[src/rtl/wb_ldm_sequencer.sv]
// Register-file writeback unit: one-cycle single-write mux plus an LDM/POP
// sequencer that issues one read per set list bit and writes each returned word.
module wb_ldm_sequencer #(
  parameter int DW   = 32,
  parameter int NREG = 16,
  parameter int AW   = 4
) (
  input  logic            clk,
  input  logic            rst,
  input  logic [2:0]      wb_src,
  input  logic            wb_en,
  input  logic [AW-1:0]   wb_addr,
  input  logic [DW-1:0]   alu_result,
  input  logic [DW-1:0]   r_mem_data_with_extend,
  input  logic [DW-1:0]   pc_real,
  input  logic            ldm_start,
  input  logic [NREG-1:0] ldm_list,
  input  logic [DW-1:0]   ldm_base,
  output logic            mem_req,
  output logic [DW-1:0]   mem_addr,
  input  logic            mem_rvalid,
  input  logic [DW-1:0]   mem_rdata,
  output logic            w_reg_en,
  output logic [AW-1:0]   w_reg_addr,
  output logic [DW-1:0]   w_reg_data,
  output logic            ldm_busy,
  output logic            ldm_done,
  output logic            pc_load
);

  typedef enum logic [1:0] {IDLE, REQ, LAST} state_t;

  localparam logic [2:0] SRC_ALU = 3'd0;
  localparam logic [2:0] SRC_MEM = 3'd1;
  localparam logic [2:0] SRC_BLX = 3'd5;
  localparam logic [2:0] SRC_BL  = 3'd6;

  state_t          r_state;
  logic [NREG-1:0] r_list;
  logic [DW-1:0]   r_addr;
  logic            r_mem_req;
  logic            r_reg_en;
  logic [AW-1:0]   r_reg_addr;
  logic [DW-1:0]   r_reg_data;
  logic            r_busy;
  logic            r_done;
  logic            r_pc_load;

  logic [AW-1:0]   w_lowIdx;
  logic [NREG-1:0] w_listNext;
  logic [DW-1:0]   w_link;
  logic            w_wbValid;
  logic [DW-1:0]   w_wbData;

  // Lowest set bit of the remaining list, and the list with that bit removed
  always_comb begin
    w_lowIdx = '0;
    for (int i = NREG - 1; i >= 0; i--) begin
      if (r_list[i]) w_lowIdx = AW'(i);
    end
    w_listNext = r_list & (r_list - NREG'(1));
  end

  // Thumb link values keep bit 0 set; BL points back over the 2-byte suffix
  always_comb begin
    w_link    = {pc_real[DW-1:1], 1'b1};
    w_wbValid = 1'b1;
    w_wbData  = alu_result;
    case (wb_src)
      SRC_ALU: w_wbData = alu_result;
      SRC_MEM: w_wbData = r_mem_data_with_extend;
      SRC_BLX: w_wbData = w_link;
      SRC_BL:  w_wbData = w_link - DW'(2);
      default: w_wbValid = 1'b0;
    endcase
  end

  always_ff @(posedge clk) begin
    if (rst) begin
      r_state    <= IDLE;
      r_list     <= '0;
      r_addr     <= '0;
      r_mem_req  <= 1'b0;
      r_reg_en   <= 1'b0;
      r_reg_addr <= '0;
      r_reg_data <= '0;
      r_busy     <= 1'b0;
      r_done     <= 1'b0;
      r_pc_load  <= 1'b0;
    end else begin
      r_reg_en  <= 1'b0;
      r_pc_load <= 1'b0;
      r_done    <= 1'b0;
      case (r_state)
        IDLE: begin
          if (ldm_start) begin
            r_busy <= 1'b1;
            if (ldm_list != '0) begin
              r_list    <= ldm_list;
              r_addr    <= ldm_base;
              r_mem_req <= 1'b1;
              r_state   <= REQ;
            end else begin
              r_done  <= 1'b1;
              r_state <= LAST;
            end
          end else if (wb_en && w_wbValid) begin
            r_reg_en   <= 1'b1;
            r_reg_addr <= wb_addr;
            r_reg_data <= w_wbData;
          end
        end
        REQ: begin
          if (mem_rvalid) begin
            r_reg_en   <= 1'b1;
            r_reg_addr <= w_lowIdx;
            r_reg_data <= mem_rdata;
            r_pc_load  <= (w_lowIdx == AW'(NREG - 1));
            r_list     <= w_listNext;
            r_addr     <= r_addr + DW'(DW / 8);
            if (w_listNext == '0) begin
              r_mem_req <= 1'b0;
              r_done    <= 1'b1;
              r_state   <= LAST;
            end
          end
        end
        LAST: begin
          r_busy  <= 1'b0;
          r_state <= IDLE;
        end
        default: r_state <= IDLE;
      endcase
    end
  end

  assign mem_req    = r_mem_req;
  assign mem_addr   = r_addr;
  assign w_reg_en   = r_reg_en;
  assign w_reg_addr = r_reg_addr;
  assign w_reg_data = r_reg_data;
  assign ldm_busy   = r_busy;
  assign ldm_done   = r_done;
  assign pc_load    = r_pc_load;

endmodule

[config.mk]
export PLATFORM = sky130hd
export DESIGN_NAME = wb_ldm_sequencer
export DESIGN_NICKNAME = d
export VERILOG_FILES = /design/src/rtl/wb_ldm_sequencer.sv
export SDC_FILE = /design/constraint.sdc
export NUM_CORES = 1
export LEC_CHECK = 0
export BUFFER_PORTS_ARGS = -buffer_cell sky130_fd_sc_hd__buf_2
export CAP_MARGIN = 10
export CELL_PAD_IN_SITES_DETAIL_PLACEMENT = 1
export CELL_PAD_IN_SITES_GLOBAL_PLACEMENT = 1
export CORE_MARGIN = 2
export CORE_UTILIZATION = 34
export CTS_BUF_LIST = sky130_fd_sc_hd__clkbuf_16
export DETAILED_ROUTE_END_ITERATION = 8
export PLACE_DENSITY_LB_ADDON = 0.1
export REMOVE_ABC_BUFFERS = 1
export SYNTH_ARGS = -nofsm -noshare
export SYNTH_HDL_FRONTEND = slang
export SYNTH_SLANG_ARGS = --single-unit
[constraint.sdc]
create_clock -name clk -period 2.8 [get_ports clk]
set_input_delay 0.56 -clock clk [delete_from_list [all_inputs] [get_ports clk]]
set_output_delay 0.56 -clock clk [all_outputs]
set_load 0.02 [all_outputs]
==> results of run 1 <==
[registers in the layout (all words and copies together), names as in the netlist]
signal and count:
r_state 2, ldm_done 1, ldm_busy 1, w_reg_addr 4
w_reg_data 32, mem_addr 32, r_list 16, mem_req 1
w_reg_en 1, pc_load 1
[metrics by stage]
step           power, mW  area [µm²]  instances  hold WS (ps)  setup slack (ps)
6_report            4.50        8460       1367           434               386
5_1_grt             4.77        8460       1366           460               123
4_1_cts             4.54        8460       1366           428               346
3_5_place_dp        3.36        8200       1351           454              84.4
3_3_place_gp        3.33        8200       1351           440               137
2_1_floorplan       2.57        6160        811           479             -2390
[power by group]
group          switching, mW  internal, mW
Clock                  0.573         0.590
Sequential             0.162          1.46
Combinational           1.05         0.665
Total                   1.79          2.71
[layer usage]
layer  GRT usage [%]  part of all wire [%]  vias to the layer above
met4            6.11                   1.5                        4
met5               0                 0.076                        -
li1                -                     -                     3827
met2            46.8                    49                      209
met3            5.13                   5.0                       31
met1            35.0                    45                     3826
[worst max-delay path by stage]
| stage | startpoint | cells past startpoint | endpoint |
|---|---|---|---|
| 6_report | mem_addr[2] | 7 | mem_addr[30] |
| 5_1_grt | mem_addr[2] | 7 | mem_addr[28] |
| 4_1_cts | mem_addr[2] | 7 | mem_addr[30] |
| 3_5_place_dp | pc_real[2] | 7 | w_reg_data[28] |
| 3_3_place_gp | pc_real[2] | 7 | w_reg_data[28] |
| 2_1_floorplan | r_state[0] | 6 | mem_addr[11] |
[final cells by class]
| class | count | area, µm² | area share, % |
|---|---|---|---|
| tap | 234 | 293 | 3.46 |
| clock buffer | 9 | 225 | 2.66 |
| antenna | 1 | 2.50 | 0.0296 |
| sequential | 91 | 1820 | 21.5 |
| timing repair buffer | 306 | 1710 | 20.2 |
| clock inverter | 6 | 33.8 | 0.399 |
| multi-input combinational | 696 | 4280 | 50.6 |
| inverter | 24 | 90.1 | 1.06 |
[cell usage in the layout (no fill, tap or decap), types with 7 or more instances in the layout]
cell type / count
a311oi_1: 7
nor2_1: 83
nand2_1: 64
o21ai_0: 97
nor3_1: 29
o221ai_1: 14
a211oi_1: 21
mux2i_1: 23
buf_4: 42
nand3_1: 28
or3_1: 13
clkbuf_16: 9
nor4_1: 20
a21oi_1: 80
and3_1: 15
o211ai_1: 19
o31ai_1: 12
and2_1: 7
nand4_1: 8
buf_2: 259
o22ai_1: 10
nor2b_1: 8
xor2_1: 17
inv_1: 24
a22oi_1: 16
dfxtp_1: 91
[cell families after synthesis]
| family | after synthesis |
|---|---|
| buffers and inverters | 102 |
| AND/OR/NAND/NOR | 313 |
| XOR/XNOR | 22 |
| AO/OA/AOI/OAI | 330 |
| flip-flops | 91 |
| multiplexers | 27 |
| adder cells (fa/ha/maj) | 4 |
[worst reg2reg max path: cells and delay by family (launching register included)]
family                     cells  cell delay [ps]
DFF                            1              410
and+or+nand+nor                4             1430
AOI/OAI and AO/OA              2              170
adders and majority gates      1              260
==> metrics.csv, run 1 <==
metric;value;unit
crit end category;flop;
fmax;414;MHz
Reg2Reg Setup Slack;390;ps
max-slew violations;0;
Pwr Density;532;nW/µm²
H-Tree Depth;3;
Post-Syn Instances;889;
pin count of the biggest net entering global routing;79;
total of max-cap violations;0;
core area;18700;µm²
min cycle time layout;2410;ps
Max Clock Skew;7.38;ps
Detailed Routing Iterations Pass 1;4;
RSZ-0062 raised after global routing;false;
Worst EP required;3000;ps
Die X;142;µm
hold path cells;3;
largest family of logic cells by synthesized area;compound AO/OA/AOI/OAI gates;
utilization after layout;45.2;%
detailed placement HPWL;20.7;mm
Cell Rows;50;
XOR/XNOR Fraction of Synth Area;2.98;%
Reg2Reg Depth;7;
WP buf/inv;0;
Port Buf Inserts;259;
Post-Syn Area per Cell;7.27;µm²
hold crit path type;in2reg;
Setup TNS;0;ps
gpl congestion;0.889;
most common cell in the netlist;o21ai_0;
Final setup viols;0;
post-CTS setup buffers;0;
clock latency on the worst-skew pair;350;ps
Crit path max-delay family;simple AND/OR/NAND/NOR gates;
Seq cells post-synth;91;
kind of critical path;reg2reg;
Synth area leaders;dfxtp_1 (28%), o21ai_0 (7.5%), a21oi_1 (6.2%);
GR Overflow Total;0;
Critical Path Slowest Stage Cell;nor3_1;
r2r startpoint;mem_addr[2];
Yosys top cell by area;dfxtp_1;
clk sink count;91;
fin nets;1318;
worst path arrival time;2610;ps
hold_sp;mem_rdata[7];
EDFF count, synth;0;
CTS buffer count;9;
Vias;7897;
first-pass GRT wire length;43.4;mm
final WL;27.5;mm
post-synthesis compound-gate area fraction;32.9;%
critical path peak fanout;6;
WHS Endpoint;w_reg_data[7];
CTS max path bufs;2;
layout cell share with drive strength beyond 1;30.9;%
Root Buffer;clkbuf_16;
area grow syn2layout;30.8;%
slew at the pin closest to its max-slew limit;835;ps
Synth Area in Simple Gates;24.9;%
post-route ant nets;0;
R2R Path End;mem_addr[30];
DRT iter0 DRCs;369;
Top Ports;261;
fraction of the mapped netlist area in adder cells;0.696;%
mux cell area share after synthesis;4.26;%
cts-stage hold buffer count;0;
CP Launch Type;flop;
crit-path max cell delay;560;ps
top cells by count, synth;o21ai_0 (97), dfxtp_1 (91), nor2_1 (83);
Max IR drop VDD;0.000275;V
number of global-route vias before repair;7825;
Synth Flop Type;dfxtp_1;
# fillers;2436;
register area share after synthesis;28.2;%
Mapped Area;6470;µm²
CTS resizes;0;
initial antenna violation count;3;
Netlist cell types;72;
Hold Vio Cnt, Final;0;
clk slew on worst S/H paths;70;ps
Synth top area share;28.2;%
Final Cycle Share;86.2;%
die height;142;µm
crit-path cells;ha_1 > nand2_1 > nor3_1 > nand3_1 > or3_1 > o21ai_0 > a211oi_1;
die area;20100;µm²
TritonCTS clock tree;done;
Initial Util;34.6;%
Via density;5.78;
Max-slew headroom;44.1;%
Tot GR Track Use;27.1;%
wire per inst;20.1;µm
DRC viols;0;
async set or reset register ratio after synthesis;0;%
status;finished clean;
Synth warnings;0;
static leakage;3.62;nW
Power figures use the tool's default switching activity.
==> inputs of run 2 (changes only) <==
--- a/config.mk
+++ b/config.mk
@@ -10,7 +10,7 @@
 export CELL_PAD_IN_SITES_DETAIL_PLACEMENT = 1
 export CELL_PAD_IN_SITES_GLOBAL_PLACEMENT = 1
 export CORE_MARGIN = 2
-export CORE_UTILIZATION = 34
+export CORE_UTILIZATION = 37
 export CTS_BUF_LIST = sky130_fd_sc_hd__clkbuf_16
 export DETAILED_ROUTE_END_ITERATION = 8
 export PLACE_DENSITY_LB_ADDON = 0.1
==> constraint.sdc (replaced) <==
create_clock -name clk -period 2.9 [get_ports clk]
set_input_delay 0.58 -clock clk [delete_from_list [all_inputs] [get_ports clk]]
set_output_delay 0.58 -clock clk [all_outputs]
set_load 0.02 [all_outputs]
==> metrics.csv, run 2 (synthesized netlist as in run 1, its figures left out) <==
metric;value;unit;change
gpl congestion;0.850;;-4.3%
post-route ant nets;0;;unchanged
Root Buffer;clkbuf_16;;
die area;18600;µm²;-7.9%
detailed placement HPWL;19.9;mm;-3.5%
H-Tree Depth;3;;unchanged
Detailed Routing Iterations Pass 1;4;;unchanged
pre-CTS setup slack;135;ps;+50.3 ps
DRC viols;0;;unchanged
met1 usage;37.6;%;+2.6 points
clk sink count;91;;unchanged
Max-slew headroom;34.8;%;-9.3 points
static leakage;3.57;nW;-1.5%
wire per inst;19.9;µm;-1.0%
Max IR drop VDD;0.000278;V;+1.1%
Reg area;1820;µm²;unchanged
cell depth of the worst setup path;6;;-1
crit end category;flop;;
Worst Hold Slack;454;ps;+20.1 ps
CP Launch Type;flop;;
Initial Util;37.7;%;+3.1 points
GRT met2 Usage;48.6;%;+1.7 points
met3 Use GR;4.25;%;-0.88 points
final WL;26.9;mm;-2.2%
hold path cells;2;;-1
Port Buf Inserts;259;;unchanged
max-slew violations;0;;unchanged
CTS max path bufs;2;;unchanged
GRT busiest layer;met2;;
Via density;5.89;;+2.0%
crit-path cells;or4_4 > or3_4 > o32ai_2 > o2111a_1 > nand3_1 > o221a_1;;
fin nets;1307;;-0.83%
layout cell share with drive strength beyond 1;30.2;%;-0.70 points
hold crit path type;reg2reg;;
post-CTS setup buffers;0;;unchanged
Critical Path Slowest Stage Cell;or4_4;;
core area;17200;µm²;-8.2%
min cycle time layout;2420;ps;+5.22 ps
GR Overflow Total;0;;unchanged
worst path arrival time;2660;ps;+50 ps
status;finished clean;;
RSZ-0062 raised after global routing;false;;
Crit path max-delay family;simple AND/OR/NAND/NOR gates;;
# fillers;2290;;-6.0%
slew at the pin closest to its max-slew limit;975;ps;+139 ps
CTS resizes;0;;unchanged
Hold Vio Cnt, Final;0;;unchanged
Reg2Reg Depth;6;;-1
area grow syn2layout;28.9;%;
cts-stage hold buffer count;0;;unchanged
crit-path max cell delay;620;ps;+60 ps
Die X;136;µm;-4.0%
Top Ports;261;;unchanged
first-pass GRT wire length;41.9;mm;-3.4%
critical path peak fanout;9;;+3
Worst EP required;3140;ps;+140 ps
clk slew on worst S/H paths;70;ps;about the same
commonest non-fill, non-tap cell in the layout;buf_2;;
area occupied by multi-input gates;4280;µm²;unchanged
DRT iter0 DRCs;407;;+10%
number of global-route vias before repair;7892;;+0.86%
Pwr Density;516;nW/µm²;-3.1%
Tot GR Track Use;28.6;%;+1.6 points
Vias;7963;;+0.84%
die height;136;µm;-4.0%
pin count of the biggest net entering global routing;79;;unchanged
CTS buffer count;9;;unchanged
fmax;413;MHz;-0.22%
clock latency on the worst-skew pair;350;ps;about the same
Final setup viols;0;;unchanged
WP buf/inv;0;;unchanged
Max Clock Skew;4.17;ps;-3.22 ps
total of max-cap violations;0;;unchanged
TritonCTS clock tree;done;;
final worst slack;481;ps;+94.8 ps
kind of critical path;reg2reg;;
Final Cycle Share;83.4;%;-2.8 points
Cell Rows;48;;-4.0%
Setup TNS;0;ps;unchanged
initial antenna violation count;3;;unchanged
commonest cells after routing, fill and taps aside;buf_2 (259), o21ai_0 (97), dfxtp_1 (91), nor2_1 (83), a21oi_1 (80);;
[run 2: stage by stage]
stage	cell area [µm²]	util (%)	std cells	power, mW
2_1_floorplan	6160	-	811	2.49
3_3_place_gp	8070	47.0	1331	3.18
3_5_place_dp	8070	47.0	1331	3.20
4_1_cts	8330	48.5	1347	4.32
5_1_grt	8330	48.5	1349	4.55
6_report	8340	48.5	1351	4.30
[run 2: layer usage]
layer / routed length, µm / vias to the layer above / part of all wire (%)
met5: 0 / - / 0
met4: 408 / 0 / 1.5
met3: 1450 / 28 / 5.4
met2: 13000 / 240 / 48
met1: 12100 / 3887 / 45
li1: - / 3808 / -
[run 2: worst min-delay path, stage by stage, from the launching register on]
cell and delay (ps):
dfxtp_1 310, nand2_1 50, a21oi_1 50
[run 2: layout make-up]
type	instances	area share (%)
multi-input cells	696	51.4
flip-flops and latches	91	21.8
repair buffers	295	19.1
well taps	225	3.38
clock buffers	9	2.70
inverters	24	1.08
clock inverters	7	0.435
diodes	4	0.120
[run 2: final timing paths]
path	from	endpoint	slack, ps
worst max-delay path	r_list[0]	mem_req	480
worst max register to register	r_list[0]	mem_req	480
worst min register to register	w_reg_data[2]	w_reg_data[2]	450
worst min-delay path	w_reg_data[2]	w_reg_data[2]	450
[run 2: power by group]
group	internal (mW)	switching, mW	total, mW	leakage (nW)
registers	1.41	0.168	1.58	0.748
logic	0.614	1.00	1.62	2.69
clock network	0.570	0.537	1.11	0.129
total	2.59	1.71	4.30	3.57
